File: config.mk
export PLATFORM = sky130hd
export DESIGN_NAME = button_conditioner
export DESIGN_NICKNAME = d
export VERILOG_FILES = /design/src/rtl/button_conditioner_pkg.sv /design/src/rtl/debounce_channel.sv /design/src/rtl/button_conditioner.sv
export SDC_FILE = /design/constraint.sdc
export NUM_CORES = 1
export LEC_CHECK = 0
export ABC_AREA = 1
export CORE_MARGIN = 2
export CORE_UTILIZATION = 45
export CTS_CLUSTER_DIAMETER = 50
export DETAILED_ROUTE_END_ITERATION = 8
export PLACE_DENSITY = 0.67
export SLEW_MARGIN = 20
export SYNTH_ARGS = -nofsm -noshare
export SYNTH_HDL_FRONTEND = slang
export SYNTH_SLANG_ARGS = --single-unit
File: constraint.sdc
create_clock -name i_clk -period 1.6 [get_ports i_clk]
set_input_delay 0.24 -clock i_clk [delete_from_list [all_inputs] [get_ports i_clk]]
set_output_delay 0.24 -clock i_clk [all_outputs]
set_load 0.02 [all_outputs]
File: src/rtl/button_conditioner_pkg.sv
// Shared ALU-project parameters and button conditioner types.
// Default sizes shared by the ALU front panel and its operand path.
package button_conditioner_pkg;

  localparam int NB_OPERANDO    = 8;
  localparam int NB_OPCODE      = 6;
  localparam int NB_BOTONES_DEF = 4;
  localparam int N_DEBOUNCE_DEF = 2;

  typedef struct packed {
    logic estable;
    logic pulso;
  } canal_out_t;

endpackage

File: src/rtl/debounce_channel.sv
// One button channel: 2-flop synchronizer, debounce counter,
// stable level register and registered press pulse.
module debounce_channel
  import button_conditioner_pkg::*;
#(
  parameter int N_DEBOUNCE = N_DEBOUNCE_DEF
) (
  input  logic i_clk,
  input  logic i_reset,
  input  logic i_boton,
  output logic o_estable,
  output logic o_pulso
);

  localparam int CW = $clog2(N_DEBOUNCE + 1);
  localparam logic [CW-1:0] CNT_MAX = CW'(N_DEBOUNCE - 1);

  logic          sync1;
  logic          sync2;
  logic [CW-1:0] cnt;
  canal_out_t    st;
  logic          difiere;
  logic          toggle;

  assign difiere = sync2 ^ st.estable;
  assign toggle  = difiere && (cnt == CNT_MAX);

  always_ff @(posedge i_clk) begin
    if (i_reset) begin
      sync1 <= 1'b0;
      sync2 <= 1'b0;
      cnt   <= '0;
      st    <= '0;
    end else begin
      sync1    <= i_boton;
      sync2    <= sync1;
      // Only a 0->1 acceptance produces a press strobe.
      st.pulso <= toggle & ~st.estable;
      if (!difiere) begin
        cnt <= '0;
      end else if (toggle) begin
        st.estable <= ~st.estable;
        cnt        <= '0;
      end else if (cnt < CNT_MAX) begin
        cnt <= cnt + CW'(1);
      end
    end
  end

  assign o_estable = st.estable;
  assign o_pulso   = st.pulso;

endmodule

File: src/rtl/button_conditioner.sv
// Debounces NB_BOTONES raw push buttons into stable levels
// and one-cycle press strobes for the ALU front panel.
module button_conditioner
  import button_conditioner_pkg::*;
#(
  parameter int NB_BOTONES = NB_BOTONES_DEF,
  parameter int N_DEBOUNCE = N_DEBOUNCE_DEF
) (
  input  logic                  i_clk,
  input  logic                  i_reset,
  input  logic [NB_BOTONES-1:0] i_botones,
  output logic [NB_BOTONES-1:0] o_estables,
  output logic [NB_BOTONES-1:0] o_pulsos
);

  for (genvar g = 0; g < NB_BOTONES; g++) begin : g_canal
    debounce_channel #(
      .N_DEBOUNCE(N_DEBOUNCE)
    ) u_canal (
      .i_clk    (i_clk),
      .i_reset  (i_reset),
      .i_boton  (i_botones[g]),
      .o_estable(o_estables[g]),
      .o_pulso  (o_pulsos[g])
    );
  end

endmodule

==> run metrics, run 1 <==
WP data arrival=roughly 1.3 ns; register area=roughly 480 um2; # rows=18; fraction of layout cells with a size suffix above 1=0.07453; reg2reg path depth=6; layout net count=between 150 and 200; Routed WL per cell=approximately 8.5 um; Hold Vio Cnt, Final=0; syn avg cell area=~7.4 um2; fin util=0.5278; Min-Delay Path Class=flop to flop; synth unique cells=12; Ports=14; crit path time final=1.542 ns; CP max FO=4; Worst R2R Setup Slack=around 0.5 ns; #FFs+latches synth=24; clock slew at reported path FFs=between 0.1 and 0.15 ns; relative slew slack=0.8497; DP Worst Slack=around 0.38 ns; fmax=648.3 MHz; GPL Wtd Cong=slightly below 0.7; R2R Path End=g_canal[0].u_canal.cnt[1]; Hold Buf Count CTS=0; Leakage Power=approximately 0.64 nW; Inst Count DP=188; startpoint of the worst hold path=g_canal[3].u_canal.sync1; Die Y=around 54 um; WS Path Type=flop to output port; crit-path cells=clkdlybuf4s50_1; initial antenna violation count=0; kind of cell adding the most delay to the critical path=buffers and inverters; Tot GR Track Use=0.1312; antenna cells=0; Initial DRC Count=7; critical path data required time=~1.4 ns; Critical-path top delay cell=clkdlybuf4s50_1; Worst-Margin Slew=around 0.23 ns; register area share after synthesis=0.4206; CTS sink cnt=24; largest net degree at the start of global routing=21; global route overflow=0; ANT nets after route=0; Buf/Inv on CP=1; Crit. End Element=output port; RSZ-0062 raised after global routing=no; Max Slew Vio Count=0; HPWL Detailed=~1.3 mm; initial core utilization=0.4697; Root Buffer=clkbuf_4; syn nets=around 170; routed vias/inst=between 4 and 5; Core Region=2432 um2; crit path launch=g_canal[3].u_canal.o_estable; Worst-Skew Late Latency=roughly 0.3 ns; Overall Power=960.8 uW; startpoint types=flop; drt first pass iters=3; Final Worst Setup Slack=roughly 0.058 ns; worst r2r src=g_canal[0].u_canal.cnt[0]; vias=approximately 810; Final Non-Filler Cells=between 150 and 200; hold path cells=2; total CTS buffers=3; Clock Path Buffers=2; final setup TNS=0 ns; Max Cap Viol=0; period utilization=0.9641; input/output buffers=13; commonest non-fill, non-tap cells in the layout=inv_1 (36), nand2_1 (32), nor2_1 (28); yosys warns=0; number of global-route vias before repair=~760; fill cell count=250; Multi-input gate area=approximately 450 um2; status=complete, no violations; Cell Pwr Density=between 700 and 800 nW/um2; commonest non-fill, non-tap cell in the layout=inv_1; TritonCTS clock tree=yes; Chip Width=54.39 um; Synth Cell Area=approximately 1100 um2; first-pass GRT wire length=around 2.8 mm; DRC violations left=0; die area=2958 um2; slowest stage delay, CP=~0.62 ns; post-synthesis cell count=154; skew final=0.005441 ns; hold-critical path endpoint=g_canal[3].u_canal.sync2; H-Tree Depth=1; routed wire length=between 1.5 and 2 mm; final setup fails=0; Area Growth Syn to Fin=12.38%; Max IR drop VDD=roughly 400 uV
-- cell families after synthesis --
| kind of cell | synth area share |
|---|---|
| flops | 0.4206 |
| fa+ha+maj | 0.08763 |
| compound gates | 0.01753 |
| simple gates | 0.2892 |
| buf+inv | 0.1851 |
-- area by class of cell --
type / instances / area share
multi-input cells: 84 / 0.3509
clock buffers: 3 / 0.01754
repair buffers: 14 / 0.1228
flip-flops and latches: 24 / 0.3743
inverters: 36 / 0.1053
well taps: 30 / 0.02924
-- Yosys cell counts --
library cell  number  share of area
inv_1             36           0.12
nand2_1           32           0.11
nor2_1            28          0.092
dfxtp_1           24           0.42
buf_4              8          0.053
ha_1               8          0.088
a21oi_1            4          0.018
nand3_1            4          0.018
nand3_2            4          0.035
nor2_4             4          0.039
buf_2              1         0.0044
buf_6              1         0.0099
-- timing repair --
action                     CTS  global route
gates resized for setup      0             3
buffers inserted             0             0
setup endpoints to repair    0             3
-- state kept, by name, summed over array words and instances (netlist names) --
| name | count |
|---|---|
| g_canal.u_canal.sync1 | 4 |
| g_canal.u_canal.o_pulso | 4 |
| g_canal.u_canal.o_estable | 4 |
| g_canal.u_canal.cnt | 8 |
| g_canal.u_canal.sync2 | 4 |
-- worst max path at each step --
stage	end	slack (ns)	depth (start not counted)
final	o_estables[3]	0.06	1
after global routing	o_estables[3]	0.008	1
after CTS	o_estables[2]	0.02	1
after detailed placement	g_canal[0].u_canal.cnt[0]	0.38	5
after global placement	o_estables[0]	0.40	1
after floorplan	g_canal[0].u_canal.cnt[1]	0.62	6
-- power breakdown --
part | total, mW | switching, mW | internal [mW]
logic | 0.0853 | 0.0449 | 0.0404
registers | 0.620 | 0.00873 | 0.612
clock network | 0.255 | 0.167 | 0.0878
total | 0.961 | 0.221 | 0.740
-- layer usage --
metal / share of wire / vias to the layer above / track usage / routed length [um]
met1: 0.45 / 353 / 0.1380 / 737
met3: 0.032 / 2 / 0.02459 / 52
met5: 0 / - / 0 / 0
li1: - / 450 / - / -
met4: 0.0074 / 0 / 0.07500 / 12
met2: 0.51 / 9 / 0.2410 / 821
-- worst min-delay path: cells and delay by family (launching register included) --
kind	cells	cell delay, ns
flops	1	0.32
buf+inv	1	0.04
simple gates	1	0.03
-- stage by stage --
step	area [um2]	hold slack [ns]
after floorplan	1142	0.3470
after CTS	1276	0.4154
final	1284	0.4127
after global placement	1254	0.3913
after detailed placement	1254	0.3979
after global routing	1284	0.4252
No activity file was read; power rests on OpenSTA's default activity.
==> run 2, diff against run 1 <==
--- a/config.mk
+++ b/config.mk
@@ -15,3 +15,4 @@
 export SYNTH_ARGS = -nofsm -noshare
 export SYNTH_HDL_FRONTEND = slang
 export SYNTH_SLANG_ARGS = --single-unit
+export TNS_END_PERCENT = 100
==> results of run 2 <==
Final layout, timing and power as in run 1 (identical DEF).
==> run 3, diff against run 2 <==
--- a/config.mk
+++ b/config.mk
@@ -5,12 +5,12 @@
 export SDC_FILE = /design/constraint.sdc
 export NUM_CORES = 1
 export LEC_CHECK = 0
-export ABC_AREA = 1
 export CORE_MARGIN = 2
 export CORE_UTILIZATION = 45
+export CTS_BUF_LIST = sky130_fd_sc_hd__clkbuf_8
 export CTS_CLUSTER_DIAMETER = 50
 export DETAILED_ROUTE_END_ITERATION = 8
-export PLACE_DENSITY = 0.67
+export PLACE_DENSITY = 0.68
 export SLEW_MARGIN = 20
 export SYNTH_ARGS = -nofsm -noshare
 export SYNTH_HDL_FRONTEND = slang
==> constraint.sdc (replaced) <==
create_clock -name i_clk -period 1.6 [get_ports i_clk]
set_input_delay 0.24 -clock i_clk [delete_from_list [all_inputs] [get_ports i_clk]]
set_output_delay 0.24 -clock i_clk [all_outputs]
set_load 0.05 [all_outputs]
==> run metrics, run 3 <==
status=complete, no violations; Inst Count DP=123 (-35%); Cell Area, Placed=1111 um2 (-11%); synth unique cells=13 (+1); Setup Buffers After CTS=0 (unchanged); DP Worst Slack=0.3026 ns (-0.07672 ns); syn avg cell area=11.41 um2 (+54%); TritonCTS clock tree=yes; routed wire length=1.325 mm (-18%); Crit. End Element=output port; slowest stage delay, CP=0.40 ns (-0.22 ns); initial core utilization=0.4689 (-0.0007755); drt first pass iters=4 (+1); CTS sink cnt=24 (unchanged); Hold Vio Cnt, Final=0 (unchanged); die area=2681 um2 (-9.4%); Worst-Margin Slew=0.2791 ns (+0.05407 ns); clock slew at reported path FFs=0.08 ns (-0.04 ns); Worst-Skew Late Latency=0.26 ns (-0.04 ns); crit path time final=1.124 ns (-0.4183 ns); fin util=0.5323 (+0.004489); critical path data required time=1.36 ns (about the same); Ports=14 (unchanged); Async SR Flop Fraction=0 (unchanged); post-synthesis cell count=90 (-42%); input/output buffers=13 (unchanged); initial antenna violation count=0 (unchanged); cts repair resizes=0 (unchanged); routed vias/inst=4.661 (+9.4%); commonest non-fill, non-tap cells in the layout=dfxtp_1 (24), buf_4 (10); crit path launch=g_canal[2].u_canal.o_estable; Leakage Power=0.4530 nW (-29%); commonest non-fill, non-tap cell in the layout=dfxtp_1; cell taking the most area after synthesis=dfxtp_1; WS Path Type=flop to output port; crit-path cells=buf_4; skew final=0.001703 ns (-0.003738 ns); Buf/Inv on CP=1 (unchanged); Top reg by flops=g_canal.u_canal.cnt; startpoint of the worst hold path=g_canal[0].u_canal.sync1; DRC violations left=0 (unchanged); Hold Buf Count CTS=0 (unchanged); H-Tree Depth=1 (unchanged); first-pass GRT wire length=2.256 mm (-20%); number of flip-flops in the largest register=8 (unchanged); kind of cell adding the most delay to the critical path=flip-flops; prevailing post-synth register cell=dfxtp_1; Max Cap Viol=0 (unchanged); layout net count=114 (-36%); global route overflow=0 (unchanged); yosys warns=0 (unchanged); Overall Power=1.093 mW (+14%); Final Non-Filler Cells=127 (-34%); number of global-route vias before repair=550 (-28%); total CTS buffers=3 (unchanged); # rows=17 (-1); number of synthesized flops with an enable pin=0 (unchanged); Clock Path Buffers=2 (unchanged); startpoint types=flop; CP max FO=4 (unchanged); Root Buffer=clkbuf_8; WP data arrival=0.88 ns (-0.42 ns); Max Slew Vio Count=0 (unchanged); RSZ-0062 raised after global routing=no; #FFs+latches synth=24 (unchanged); Routed WL per cell=10.43 um (+23%); Synth Cell Area=1027 um2 (-10%); Initial DRC Count=3 (-4); final setup fails=0 (unchanged); Area Growth Syn to Fin=13.52%; GPL Wtd Cong=0.6852 (+1.6%); Core Region=2191 um2 (-9.9%); Min-Delay Path Class=flop to flop; relative slew slack=0.8126 (-0.03714); share of the synthesized area in the top cell type=0.4677 (+0.04713); most frequent cell after synthesis=dfxtp_1; fraction of layout cells with a size suffix above 1=0.2222 (+0.1477); HPWL Detailed=992.1 um (-21%); Critical-path top delay cell=dfxtp_1; final setup TNS=0 ns (unchanged); worst r2r src=g_canal[3].u_canal.cnt[0]; syn nets=104 (-38%); Cell Pwr Density=937.5 nW/um2 (+25%); largest cells by area after synthesis=dfxtp_1 (47%), ha_1 (9.7%), mux2i_1 (7.8%); Max IR drop VDD=711.9 uV (+80%); Die Y=51.78 um (-4.8%); Final Worst Setup Slack=0.4758 ns (+0.4183 ns); largest net degree at the start of global routing=19 (-9.5%); Chip Width=51.78 um (-4.8%); ANT nets after route=0 (unchanged); fmax=889.5 MHz (+37%); register area share after synthesis=0.4677 (+0.04713); period utilization=0.7026 (-0.2614); Tot GR Track Use=0.1176 (-0.01355); design area=1166 um2 (-9.2%); WHS=0.4451 ns (+0.03242 ns); vias=592 (-27%); antenna cells=0 (unchanged)
run 3: report_power, final:
group	internal [mW]	switching [mW]	leakage, nW
sequential	0.611	0.00866	0.195
combinational	0.0400	0.0335	0.229
clock	0.219	0.181	0.0288
run 3: final timing paths:
check,cells past startpoint,endpoint,slack (ns)
setup / recovery,1,o_estables[2],0.48
hold / removal,1,g_canal[0].u_canal.sync2,0.45
setup reg to reg,4,g_canal[3].u_canal.cnt[1],0.54
hold reg to reg,1,g_canal[0].u_canal.sync2,0.45
run 3: logic make-up after synthesis:
group | after synthesis | synth area share
simple gates | 24 | 0.1851
flops | 24 | 0.4677
buf+inv | 18 | 0.1035
xor+xnor | 8 | 0.06821
mux | 8 | 0.07796
fa+ha+maj | 8 | 0.09745
run 3: cell type report:
cell class,instances,area [um2]
Inverter,8,30.03
Tap cell,28,35.03
Sequential cell,24,480.5
Fill cell,198,1025
Multi-Input combinational cell,48,440.4
Clock buffer,4,55.05
Timing Repair Buffer,15,125.1
run 3: routing by layer:
layer	track usage	wire length (um)	vias to the layer above
met4	0.05263	19	0
met1	0.1315	610	267
li1	-	-	307
met2	0.1902	615	14
met3	0.05460	80	4
met5	0	0	-
